--- config.mk ---
export PLATFORM = sky130hd
export DESIGN_NAME = uart_rx_edge_bit_timer_flat
export DESIGN_NICKNAME = d
export VERILOG_FILES = /design/src/rtl/uart_rx_pkg.sv /design/src/rtl/uart_rx_edge_bit_timer_if.sv /design/src/rtl/uart_wrap_counter.sv /design/src/rtl/uart_rx_edge_bit_timer.sv /design/src/flat_wrapper.sv
export SDC_FILE = /design/constraint.sdc
export NUM_CORES = 1
export LEC_CHECK = 0
export ABC_AREA = 1
export CAP_MARGIN = 40
export CORE_MARGIN = 2
export CORE_UTILIZATION = 47
export DETAILED_ROUTE_END_ITERATION = 16
export PLACE_DENSITY = 0.76
export SYNTH_ARGS = -nofsm -noshare
export SYNTH_HDL_FRONTEND = slang
export SYNTH_HIERARCHICAL = 1
export SYNTH_SLANG_ARGS = --single-unit
--- constraint.sdc ---
create_clock -name clk -period 2.2 [get_ports clk]
set_clock_uncertainty 0.2 [all_clocks]
set_input_delay 0.22 -clock clk [delete_from_list [all_inputs] [get_ports clk]]
set_output_delay 0.22 -clock clk [all_outputs]
set_load 0.005 [all_outputs]
--- src/rtl/uart_rx_pkg.sv ---
// Shared constants and config clamp helpers for the UART receiver bit timer.
package uart_rx_pkg;

  localparam int unsigned UART_MIN_PRESCALE      = 4;
  localparam int unsigned UART_MIN_FRAME_LEN     = 2;
  localparam int unsigned UART_DEFAULT_PRESCALE  = 8;
  localparam int unsigned UART_DEFAULT_FRAME_LEN = 10;

  // A ratio below 4 cannot fit a three-edge sample window away from the bit edges.
  function automatic int unsigned clamp_prescale(input int unsigned value);
    return (value < UART_MIN_PRESCALE) ? UART_MIN_PRESCALE : value;
  endfunction

  function automatic int unsigned clamp_frame_len(input int unsigned value);
    return (value < UART_MIN_FRAME_LEN) ? UART_MIN_FRAME_LEN : value;
  endfunction

endpackage

--- src/rtl/uart_rx_edge_bit_timer_if.sv ---
// Config and strobe bundle between the RX FSM / sampler (master) and the bit timer (slave).
interface uart_rx_edge_bit_timer_if #(
  parameter int unsigned PRESCALE_W = 6,
  parameter int unsigned BIT_CNT_W  = 4
);

  logic                  en;
  logic [PRESCALE_W-1:0] prescale;
  logic [BIT_CNT_W-1:0]  frame_len;
  logic [PRESCALE_W-1:0] edge_count;
  logic [BIT_CNT_W-1:0]  bit_count;
  logic                  sample_en;
  logic                  bit_done;
  logic                  frame_done;

  modport master (
    output en, prescale, frame_len,
    input  edge_count, bit_count, sample_en, bit_done, frame_done
  );

  modport slave (
    input  en, prescale, frame_len,
    output edge_count, bit_count, sample_en, bit_done, frame_done
  );

endinterface

--- src/rtl/uart_wrap_counter.sv ---
// Up-counter with synchronous clear and a runtime terminal value; o_wrap flags the
// enabled cycle on which the count returns to zero.
module uart_wrap_counter #(
  parameter int unsigned W = 4
) (
  input  logic         clk,
  input  logic         rst_n,
  input  logic         i_en,
  input  logic         i_clr,
  input  logic [W-1:0] i_last,
  output logic [W-1:0] o_count,
  output logic         o_wrap
);

  logic [W-1:0] r_count;

  assign o_wrap  = i_en && (r_count == i_last);
  assign o_count = r_count;

  // NOTE: non-blocking assignments keep every register sampling pre-edge values,
  // so the two chained counters see a consistent snapshot of each other.
  always_ff @(posedge clk or negedge rst_n) begin
    if (!rst_n) begin
      r_count <= '0;
    end else if (i_clr) begin
      r_count <= '0;
    end else if (o_wrap) begin
      r_count <= '0;
    end else if (i_en) begin
      r_count <= r_count + W'(1);
    end
  end

endmodule

--- src/rtl/uart_rx_edge_bit_timer.sv ---
// Oversampling edge/bit timer for the UART receiver: sample-window strobes, bit-end
// strobe and a registered frame-done pulse, with config frozen while en is high.
module uart_rx_edge_bit_timer
  import uart_rx_pkg::*;
#(
  parameter int unsigned PRESCALE_W        = 6,
  parameter int unsigned BIT_CNT_W         = 4,
  parameter int unsigned DEFAULT_PRESCALE  = UART_DEFAULT_PRESCALE,
  parameter int unsigned DEFAULT_FRAME_LEN = UART_DEFAULT_FRAME_LEN
) (
  input  logic                     clk,
  input  logic                     rst,
  uart_rx_edge_bit_timer_if.slave  tmr
);

  logic [PRESCALE_W-1:0] r_prescale_q;
  logic [BIT_CNT_W-1:0]  r_frame_len_q;
  logic                  r_frame_done;

  logic [PRESCALE_W-1:0] w_edge_last;
  logic [PRESCALE_W-1:0] w_mid;
  logic [PRESCALE_W-1:0] w_edge_count;
  logic [BIT_CNT_W-1:0]  w_bit_last;
  logic [BIT_CNT_W-1:0]  w_bit_count;
  logic                  w_bit_end;
  logic                  w_frame_end;
  logic                  w_clr;

  // Config tracks the inputs whenever idle and is frozen for the whole frame.
  always_ff @(posedge clk or negedge rst) begin
    if (!rst) begin
      r_prescale_q  <= PRESCALE_W'(DEFAULT_PRESCALE);
      r_frame_len_q <= BIT_CNT_W'(DEFAULT_FRAME_LEN);
    end else if (!tmr.en) begin
      r_prescale_q  <= PRESCALE_W'(clamp_prescale(32'(tmr.prescale)));
      r_frame_len_q <= BIT_CNT_W'(clamp_frame_len(32'(tmr.frame_len)));
    end
  end

  assign w_clr       = !tmr.en;
  assign w_edge_last = r_prescale_q - PRESCALE_W'(1);
  assign w_bit_last  = r_frame_len_q - BIT_CNT_W'(1);
  assign w_mid       = r_prescale_q >> 1;

  uart_wrap_counter #(.W(PRESCALE_W)) u_edge_cnt (
    .clk     (clk),
    .rst_n   (rst),
    .i_en    (tmr.en),
    .i_clr   (w_clr),
    .i_last  (w_edge_last),
    .o_count (w_edge_count),
    .o_wrap  (w_bit_end)
  );

  uart_wrap_counter #(.W(BIT_CNT_W)) u_bit_cnt (
    .clk     (clk),
    .rst_n   (rst),
    .i_en    (w_bit_end),
    .i_clr   (w_clr),
    .i_last  (w_bit_last),
    .o_count (w_bit_count),
    .o_wrap  (w_frame_end)
  );

  // w_frame_end already requires en, so dropping en on the last edge yields no pulse.
  always_ff @(posedge clk or negedge rst) begin
    if (!rst) begin
      r_frame_done <= 1'b0;
    end else begin
      r_frame_done <= w_frame_end;
    end
  end

  // Clamp keeps mid >= 2, so mid-1 never underflows and mid+1 always fits.
  assign tmr.sample_en  = tmr.en && ((w_edge_count == w_mid - PRESCALE_W'(1)) ||
                                     (w_edge_count == w_mid) ||
                                     (w_edge_count == w_mid + PRESCALE_W'(1)));
  assign tmr.bit_done   = w_bit_end;
  assign tmr.edge_count = w_edge_count;
  assign tmr.bit_count  = w_bit_count;
  assign tmr.frame_done = r_frame_done;

endmodule

--- src/flat_wrapper.sv ---
// flat-port wrapper written by rule: the top's interface ports become plain ports
module uart_rx_edge_bit_timer_flat import uart_rx_pkg::*;
#(
  parameter int unsigned PRESCALE_W        = 6,
  parameter int unsigned BIT_CNT_W         = 4,
  parameter int unsigned DEFAULT_PRESCALE  = UART_DEFAULT_PRESCALE,
  parameter int unsigned DEFAULT_FRAME_LEN = UART_DEFAULT_FRAME_LEN
)
  (clk, rst, tmr_en, tmr_prescale, tmr_frame_len, tmr_edge_count, tmr_bit_count, tmr_sample_en, tmr_bit_done, tmr_frame_done);
  uart_rx_edge_bit_timer_if #(.PRESCALE_W(PRESCALE_W), .BIT_CNT_W(BIT_CNT_W)) tmr_i ();
  input  logic clk;
  input  logic rst;
  input wire logic [$bits(tmr_i.en)-1:0] tmr_en;
  input wire logic [$bits(tmr_i.prescale)-1:0] tmr_prescale;
  input wire logic [$bits(tmr_i.frame_len)-1:0] tmr_frame_len;
  output wire logic [$bits(tmr_i.edge_count)-1:0] tmr_edge_count;
  output wire logic [$bits(tmr_i.bit_count)-1:0] tmr_bit_count;
  output wire logic [$bits(tmr_i.sample_en)-1:0] tmr_sample_en;
  output wire logic [$bits(tmr_i.bit_done)-1:0] tmr_bit_done;
  output wire logic [$bits(tmr_i.frame_done)-1:0] tmr_frame_done;
  assign tmr_i.en = tmr_en;
  assign tmr_i.prescale = tmr_prescale;
  assign tmr_i.frame_len = tmr_frame_len;
  assign tmr_edge_count = tmr_i.edge_count;
  assign tmr_bit_count = tmr_i.bit_count;
  assign tmr_sample_en = tmr_i.sample_en;
  assign tmr_bit_done = tmr_i.bit_done;
  assign tmr_frame_done = tmr_i.frame_done;
  uart_rx_edge_bit_timer #(.PRESCALE_W(PRESCALE_W), .BIT_CNT_W(BIT_CNT_W), .DEFAULT_PRESCALE(DEFAULT_PRESCALE), .DEFAULT_FRAME_LEN(DEFAULT_FRAME_LEN)) u_core (.clk(clk), .rst(rst), .tmr(tmr_i));
endmodule
# Word-level counts from Yosys, hierarchy flattened
# Cells that the tools add are included.
# word_totals
latchBits	0
inputBits	13
mem_bits_ro	0
reg_bits	21
ram_bits	0
mem_count	0
# classes
div	0
n_reduce_logical	5
eq_ne	6
muxes	7
mul	0
shift	0
bitwise_logic	0
magnitude_cmp	2
addsub	6
# ops
operator	count
equality test 6 bit	3
two-way mux 6 bit	3
two-way mux 4 bit	4
adder 5 x 1 -> 6 bit (second input constant)	1
adder 6 x 1 -> 6 bit (second input constant)	1
equality test 6 x 5 -> 1 bit	1
< comparator 6 x 3 -> 1 bit (second input constant)	1
subtractor 5 x 1 -> 6 bit (second input constant)	1
subtractor 6 x 1 -> 6 bit (second input constant)	1
adder 4 x 1 -> 4 bit (second input constant)	1
equality test 4 bit	1
< comparator 4 x 2 -> 1 bit (second input constant)	1
subtractor 4 x 1 -> 4 bit (second input constant)	1
logical AND 1 bit	3
inequality test 3 x 1 -> 1 bit (second input constant)	1
logical OR 1 bit	2

# Longest topological paths before layout
# Gate-level depths: netlist of the first run.
# logic_depth
ltp_word	6
depth_mapped	18

# Modules after synthesis
# The synthesis of the first run kept the hierarchy.
# modules_own_cells
mod	area_per_inst_um2	n_inst	cells_each
uart_rx_edge_bit_timer	958.4	1	155
uart_wrap_counter (u_core.u_edge_cnt)	484.2	1	82
uart_wrap_counter (u_core.u_bit_cnt)	284.0	1	42

# Worst setup path after synthesis of the first run
# OpenSTA, ideal clock, no wires.
# synth_timing
path_type	flip-flop to flip-flop
from	register u_core.r_prescale_q[2]
to	register u_core.u_bit_cnt.r_count[0], in the netlist u_core/u_bit_cnt/o_count[0]
period_less_slack_ns	2.357
setup_ns	0.117
n_path_buf	0
arrival_time_ns	2.039
slack_ns	-0.157
path_stages_with_launch	16
t_required_ns	1.883
path_cell_list	dfrtp_1 > inv_1 > ha_1 > nand2_1 > xor2_1 > inv_1 > nand2_1 > nand2_1 > nor2_1 > nand2_1 > nor2_1 > nand2_1 > nor2_1 > nand3_2 > nand3_1 > nand2_1
# synth_between
elab_chain_cells	6
elab_cells_between_ends	7
classes_between	add/sub: 1; eq/ne: 2; mux: 2; reduce/logical: 2
# synth_rtl
item	line_no	rtl
start: declaration	uart_rx_edge_bit_timer.sv:16	logic [PRESCALE_W-1:0] r_prescale_q;
start signal: assignment	uart_rx_edge_bit_timer.sv:32	r_prescale_q <= PRESCALE_W'(DEFAULT_PRESCALE);
start signal: assignment	uart_rx_edge_bit_timer.sv:35	r_prescale_q <= PRESCALE_W'(clamp_prescale(32'(tmr.prescale)));
subtractor 6 x 1 -> 6 bit *	uart_rx_edge_bit_timer.sv:41	assign w_edge_last = r_prescale_q - PRESCALE_W'(1);
net u_core.w_edge_last[3]	uart_rx_edge_bit_timer.sv:20	logic [PRESCALE_W-1:0] w_edge_last;
equality test 6 bit *	uart_wrap_counter.sv:17	assign o_wrap = i_en && (r_count == i_last);
logical AND 1 bit *	uart_wrap_counter.sv:17	
net tmr_bit_done	flat_wrapper.sv:19	output wire logic [$bits(tmr_i.bit_done)-1:0] tmr_bit_done;
logical AND 1 bit	uart_wrap_counter.sv:17	
two-way mux 4 bit	uart_wrap_counter.sv:27	end else if (o_wrap) begin
two-way mux 4 bit	uart_wrap_counter.sv:25	end else if (i_clr) begin
end signal: assignment	uart_wrap_counter.sv:30	r_count <= r_count + W'(1);
end: declaration	uart_wrap_counter.sv:15	logic [W-1:0] r_count;
# The timed path passes the listed nets; every way through them passes the cells marked *.
# A chain may end at the register's enable or synchronous reset.

# Worst setup path after layout of the first run
# layout_timing
from	register u_core.r_prescale_q[1]
to	register u_core.u_bit_cnt.r_count[2], in the netlist u_core/u_bit_cnt/o_count[2]
# layout_between
elab_chain_cells	6
elab_cells_between_ends	7
classes_between	add/sub: 1; eq/ne: 2; mux: 2; reduce/logical: 2
# layout_rtl
item	line_no
subtractor 6 x 1 -> 6 bit *	uart_rx_edge_bit_timer.sv:41
net u_core.w_edge_last[4]	uart_rx_edge_bit_timer.sv:20
equality test 6 bit *	uart_wrap_counter.sv:17
logical AND 1 bit *	uart_wrap_counter.sv:17
logical AND 1 bit	uart_wrap_counter.sv:17
two-way mux 4 bit	uart_wrap_counter.sv:27
two-way mux 4 bit	uart_wrap_counter.sv:25
# Marks and branches as above.

==> results of run 1 <==
## stage by stage
stage	total power, W	instances	hold WS, ps	utilization, %	area (um^2)
final	0.001224	388	73.50	69.74	2515
after global routing	0.001304	388	94.51	69.74	2515
after CTS	0.001141	383	96.22	65.61	2366
after detailed placement	0.0008622	375	263.5	62.70	2261
after global placement	0.0008532	375	262.9	62.70	2261
after floorplan	0.0006951	279	-275.6	-	1762
## power breakdown
group          internal (W)  switching [W]  total (W)
Sequential         0.000416      0.0000376   0.000454
Combinational      0.000227       0.000274   0.000501
Clock              0.000127       0.000142   0.000270
Total              0.000770       0.000454    0.00122
## flip-flops by register name (all words and copies together) (netlist names)
signal                     cells
u_core/r_prescale_q            6
u_core/u_edge_cnt/o_count      6
u_core/r_frame_len_q           4
u_core/u_bit_cnt/o_count       4
u_core/tmr.frame_done          1
## layout make-up
| class | count | area, um^2 | share of cell area [%] |
|---|---|---|---|
| timing repair buffer | 61 | 526.8 | 20.95 |
| tap | 48 | 60.06 | 2.388 |
| clock inverter | 1 | 5.005 | 0.1990 |
| clock buffer | 3 | 41.29 | 1.642 |
| inverter | 51 | 193.9 | 7.711 |
| multi-input combinational | 203 | 1159 | 46.07 |
| sequential | 21 | 529.3 | 21.04 |
## metal layers
layer  part of all wire (%)  wire (um)  global-route usage [%]  vias to the layer above
met1                     40       2022                   26.84                      900
li1                       -          -                       -                      982
met2                     52       2676                   45.18                       54
met5                      0          0                       0                        -
met4                    4.3        221                   8.511                        0
met3                    3.8        195                   2.951                       17
## cell families (layout without fill, tap and decap cells)
group           after synthesis  count (layout)  synth area share, %
simple gates                167             167                40.80
buf+inv                      55             116                12.61
flops                        21              21                30.65
compound gates               20              20                6.305
xor+xnor                      9               9                4.565
fa+ha+maj                     7               7                5.072
## worst max-delay path, stage by stage, from the launching register on
cell and delay (ps):
dfrtp_1 420, inv_4 120, ha_4 160, nand2_1 70
xor2_1 200, inv_1 70, nand2_2 60, nand2_2 60
a21oi_2 130, nand2_2 90, nor2_4 130, buf_6 120
buf_4 110, a21oi_1 60, nor3b_1 220, nand2_1 90
inv_1 60
## worst paths after layout
check                                         from                      endpoint  slack [ps]
max reg2reg                 u_core/r_prescale_q[1]   u_core/u_bit_cnt/o_count[2]        -220
max                         u_core/r_prescale_q[1]   u_core/u_bit_cnt/o_count[2]        -220
min                                            rst  u_core/u_edge_cnt/o_count[4]          70
max in group asynchronous                      rst        u_core/r_prescale_q[3]        1440
min in group clk           u_core/r_frame_len_q[3]       u_core/r_frame_len_q[3]         280
min reg2reg                u_core/r_frame_len_q[3]       u_core/r_frame_len_q[3]         280
## layout by cell type, fill, tap and decap left out, types with 2 or more instances in the layout
master	n
nand4_1	7
xor2_2	2
nand3_1	20
inv_1	39
o21ai_0	8
ha_4	3
buf_2	2
nor2_4	3
inv_2	10
buf_4	34
ha_1	3
clkdlybuf4s50_1	23
a21oi_1	3
a21oi_2	2
nand2_2	8
xor2_1	6
o21ai_1	3
clkbuf_8	3
nor2_2	8
dfstp_2	3
nand2_1	91
o21ai_2	2
nand2_4	5
nor2_1	17
nand3_2	3
dfrtp_1	18
## what timing repair did
item,4_1_cts,5_1_grt
pin swaps,10,17
gates resized for setup,24,28
buffers inserted,4,5
setup endpoints to repair,7,10
endpoints found under the hold margin,0,0
==> results.json, run 1 <==
{
  "grt_max_degree": 22,
  "grt_usage_pct": 23.69,
  "synth_edf_count": 0,
  "netlist.top_cell.by_area": "dfrtp_1",
  "cts_tree": "yes",
  "outcome": "finished with violations",
  "n_fill_cell": 301,
  "violations": "setup timing",
  "clk_pin_slew_ps": 90,
  "synth_flop_cell": "dfrtp_1",
  "tns_ps": -890.1,
  "ys_async_sr_fraction_pct": 100.0,
  "power_density_nw_per_um2": 486.9,
  "crit_arrival_ps": 2440,
  "vdd_drop_max_mv": 0.5693,
  "clockBufferDepth": 2,
  "dp_hpwl_um": 3438,
  "initial_core_util_pct": 47.88,
  "dpl_worst_slack_ps": -228.1,
  "syn_inst": 279,
  "synth_area_per_cell_um2": 6.189,
  "grt_pass1_wl_um": 7790,
  "slew_headroom_pct": 72.86,
  "post-route-min-period_ps": 2417,
  "drtIter0Drc": 121,
  "yosysMostFrequentCell": "nand2_1",
  "drtAntennaViolNets": 0,
  "maxCapViolations": 0,
  "ys_ff_latch": 21,
  "synth_cell_type_count": 27,
  "clkSinkCount": 21,
  "cp-start-kind": "flop",
  "worst_ep_required_time_ps": 2230,
  "num_vias": 1953,
  "die_h_um": 64.61,
  "syn-num-nets": 299,
  "clk_latency_ps": 280,
  "drtPass1Iterations": 5,
  "leakage_nw": 1.306,
  "io_pins": 26,
  "period_share_pct": 109.9,
  "cts_made_buffers": 3,
  "antenna_cells": 0,
  "fin_ws_ps": -216.8,
  "hold_viol": 0,
  "synth.yosys.seq_area_share_pct": 30.65,
  "avgViaCountPerCell": 5.034,
  "io_buffers": 25,
  "drt-total-wl_um": 5115,
  "coreArea_um2": 3606,
  "rsz0062_at_grt": "yes",
  "worstMarginPinSlew_ps": 407.1,
  "wl_per_cell_um": 13.18,
  "die-area_um2": 4174,
  "cp-end-kind": "flop",
  "grt-ovfl-total": 0,
  "hold_path.class": "input port to asynchronous set/reset pin",
  "htree_levels": 1,
  "syn_area_um2": 1727,
  "setup_violations": 7,
  "drive_gt1_share_pct": 27.94,
  "place.gp.congestion": 0.9038,
  "area_delta_synth_final_pct": 45.65,
  "fmax_ghz": 0.4138,
  "yosys-top-cells-count": "nand2_1, inv_1, nor2_1",
  "yosysWarnings": 6,
  "drcViolationCount": 0,
  "grt_pass1_vias": 1860,
  "path_class": "flop to flop",
  "layout.nets": 361,
  "antenna_found_initial": 0,
  "synthTopCellsByArea": "dfrtp_1, nand2_1, inv_1",
  "rr_worst_depth": 16,
  "hold_buffers": 0,
  "cts_root_buf": "clkbuf_8",
  "synth_top_area_share_pct": 26.09,
  "maxSlewViolCount": 0,
  "rows": 22,
  "die_w_um": 64.61,
  "cp_max_fo": 4
}
Note: power is estimated with default switching activity, not from simulation.
==> run 2, diff against run 1 <==
--- a/config.mk
+++ b/config.mk
@@ -5,12 +5,12 @@
 export SDC_FILE = /design/constraint.sdc
 export NUM_CORES = 1
 export LEC_CHECK = 0
-export ABC_AREA = 1
 export CAP_MARGIN = 40
 export CORE_MARGIN = 2
 export CORE_UTILIZATION = 47
 export DETAILED_ROUTE_END_ITERATION = 16
-export PLACE_DENSITY = 0.76
+export PLACE_DENSITY = 0.77
+export SLEW_MARGIN = 20
 export SYNTH_ARGS = -nofsm -noshare
 export SYNTH_HDL_FRONTEND = slang
 export SYNTH_HIERARCHICAL = 1
==> run 2 against run 1 <==
Net effect:
- the flow still finishes with violations (setup timing)
- hold slack worse by 32 ps
- sequential power down 3%
- synthesized cell count shrank 40%
- first-iteration DRC count fell by 55%
- global-route usage fell by 1.8 points
- synthesized area decreased by 11%
- largest cell class unchanged
- largest power group is now registers
==> results.json, run 2 <==
{
  "outcome": "finished with violations",
  "violations": "setup timing",
  "drive_gt1_share_pct": 33.49,
  "grt_usage_pct": 21.85,
  "initial_core_util_pct": 50.00,
  "clkSinkCount": 21,
  "path_class": "flop to output pin",
  "netlist.top_cell.by_area": "dfrtp_1",
  "cts_root_buf": "clkbuf_4",
  "synth_top_area_share_pct": 29.27,
  "die_w_um": 61.22,
  "place.gp.congestion": 0.9225,
  "coreArea_um2": 3078,
  "cts_made_buffers": 3,
  "synth_cell_type_count": 40,
  "drtAntennaViolNets": 0,
  "cp_max_fo": 4,
  "grt_pass1_wl_um": 6120,
  "synth_area_per_cell_um2": 9.215,
  "register_area_um2": 530.5,
  "io_buffers": 25,
  "antenna_cells": 0,
  "synth_edf_count": 0,
  "ys_async_sr_fraction_pct": 100.0,
  "critPathTopFamily": "simple AND/OR/NAND/NOR gates",
  "yosys-top-cells-count": "dfrtp_1, xor2_1, nand2_1",
  "slew_headroom_pct": 76.49,
  "hold_buffers": 0,
  "period_share_pct": 117.5,
  "yosysWarnings": 6,
  "post-route-min-period_ps": 2584,
  "clk_pin_slew_ps": 120,
  "cp-end-kind": "output pin",
  "worstMarginPinSlew_ps": 350.1,
  "cts_tree": "yes",
  "area_delta_synth_final_pct": 40.98,
  "clk_latency_ps": 300,
  "io_pins": 26,
  "dp_hpwl_um": 2787,
  "fmax_ghz": 0.3870,
  "die_h_um": 61.22,
  "wl_per_cell_um": 14.35,
  "worst-r2r-setup-slack_ps": -330,
  "multi_input_area_um2": 1037,
  "layout.nets": 239,
  "maxSlewViolCount": 0,
  "avgViaCountPerCell": 5.336,
  "power_density_nw_per_um2": 455.0,
  "htree_levels": 1,
  "grt_max_degree": 22,
  "syn_area_um2": 1539,
  "r2r-start": "u_core/r_prescale_q[2]",
  "final_cell_area_um2": 2170,
  "cp-start-kind": "flop",
  "worst_ep_required_time_ps": 1780,
  "place_area_um2": 2034,
  "num_vias": 1398,
  "drt-total-wl_um": 3760,
  "p_total_w": 0.0009871,
  "leakage_nw": 0.9305,
  "drtIter0Drc": 55,
  "synth_flop_cell": "dfrtp_1",
  "critPathBufInv": 3,
  "crit_start": "u_core/r_prescale_q[2]",
  "maxCapViolations": 0,
  "vdd_drop_max_mv": 0.4034,
  "ys_ff_latch": 21,
  "drtPass1Iterations": 4,
  "drcViolationCount": 0,
  "rows": 20,
  "grt_pass1_vias": 1373,
  "fin_ws_ps": -384.3,
  "crit_path_frequent_cell": "or4_1",
  "path_cells": "buf_4 -> buf_12 -> xor2_4 -> or4_1 -> or4_1 -> nand3_1 -> buf_2",
  "slowest_delay_ps": 480,
  "crit_arrival_ps": 2160,
  "rsz0062_at_grt": "yes",
  "antenna_found_initial": 0,
  "die-area_um2": 3748,
  "grt-ovfl-total": 0,
  "clockBufferDepth": 2,
  "synthTopCellsByArea": "dfrtp_1, xor2_1, xnor2_1",
  "syn-num-nets": 187,
  "most-common-layout-cells": "buf_4, clkdlybuf4s50_1, xor2_1, dfrtp_1, nand2_1",
  "mostFrequentLayoutCell": "buf_4",
  "hold_viol": 0,
  "n_fill_cell": 223,
  "synth.yosys.seq_area_share_pct": 34.39,
  "setup_violations": 13,
  "cpMaxStageDelayCell": "or4_1",
  "syn_inst": 167,
  "hold_path.class": "input port to asynchronous set/reset pin"
}
run 2: final cells by class:
type | instances | area share, %
multi-input cells | 129 | 47.81
flip-flops and latches | 21 | 24.45
repair buffers | 54 | 22.03
well taps | 44 | 2.537
inverters | 10 | 1.961
clock buffers | 4 | 1.211
run 2: what timing repair did:
item                                    CTS  global route
setup buffers                             4             3
endpoints found under the setup margin   10            13
pin swaps                                 6            11
resized for setup                        12            15
run 2: path summary, 6_finish.rpt:
check                                              end  cells after the start
max                                      tmr_sample_en                      7
min                            u_core/r_frame_len_q[2]                      2
max reg2reg                u_core/u_bit_cnt/o_count[2]                     14
min reg2reg                    u_core/r_frame_len_q[1]                      2
max in group asynchronous       u_core/r_prescale_q[3]                      2
min in group clk                u_core/r_prescale_q[0]                      3
run 2: per-layer routing:
| metal | vias up | track usage, % | wire length (um) |
|---|---|---|---|
| li1 | 679 | - | - |
| met3 | 12 | 3.361 | 75 |
| met1 | 675 | 26.65 | 1549 |
| met5 | - | 0 | 0 |
| met2 | 32 | 37.54 | 2024 |
| met4 | 0 | 10.56 | 110 |
run 2: report_power, final:
| part | internal [W] | switching, W | total [W] |
|---|---|---|---|
| logic | 0.000183 | 0.000178 | 0.000361 |
| clock network | 0.0000706 | 0.000115 | 0.000186 |
| registers | 0.000414 | 0.0000260 | 0.000440 |
| total | 0.000667 | 0.000320 | 0.000987 |
run 2: through the flow:
step | setup TNS [ps] | instances | util (%) | hold slack [ps] | worst slack (ps)
floorplan | -803.1 | 167 | - | -275.6 | -337.1
global placement | -1755 | 252 | 66.10 | 280.4 | -370.8
detailed placement | -1902 | 252 | 66.10 | 312.7 | -379.4
CTS | -2266 | 260 | 68.21 | 48.07 | -343.4
global route | -4124 | 262 | 70.49 | 61.02 | -510.1
finish | -1968 | 262 | 70.49 | 41.37 | -384.3
run 2: cell families after synthesis:
family / after synthesis / synth area share (%)
compound gates: 19 / 7.643
xor+xnor: 32 / 19.43
fa+ha+maj: 7 / 5.691
buf+inv: 17 / 5.365
flops: 21 / 34.39
mux: 5 / 3.658
simple gates: 66 / 23.82
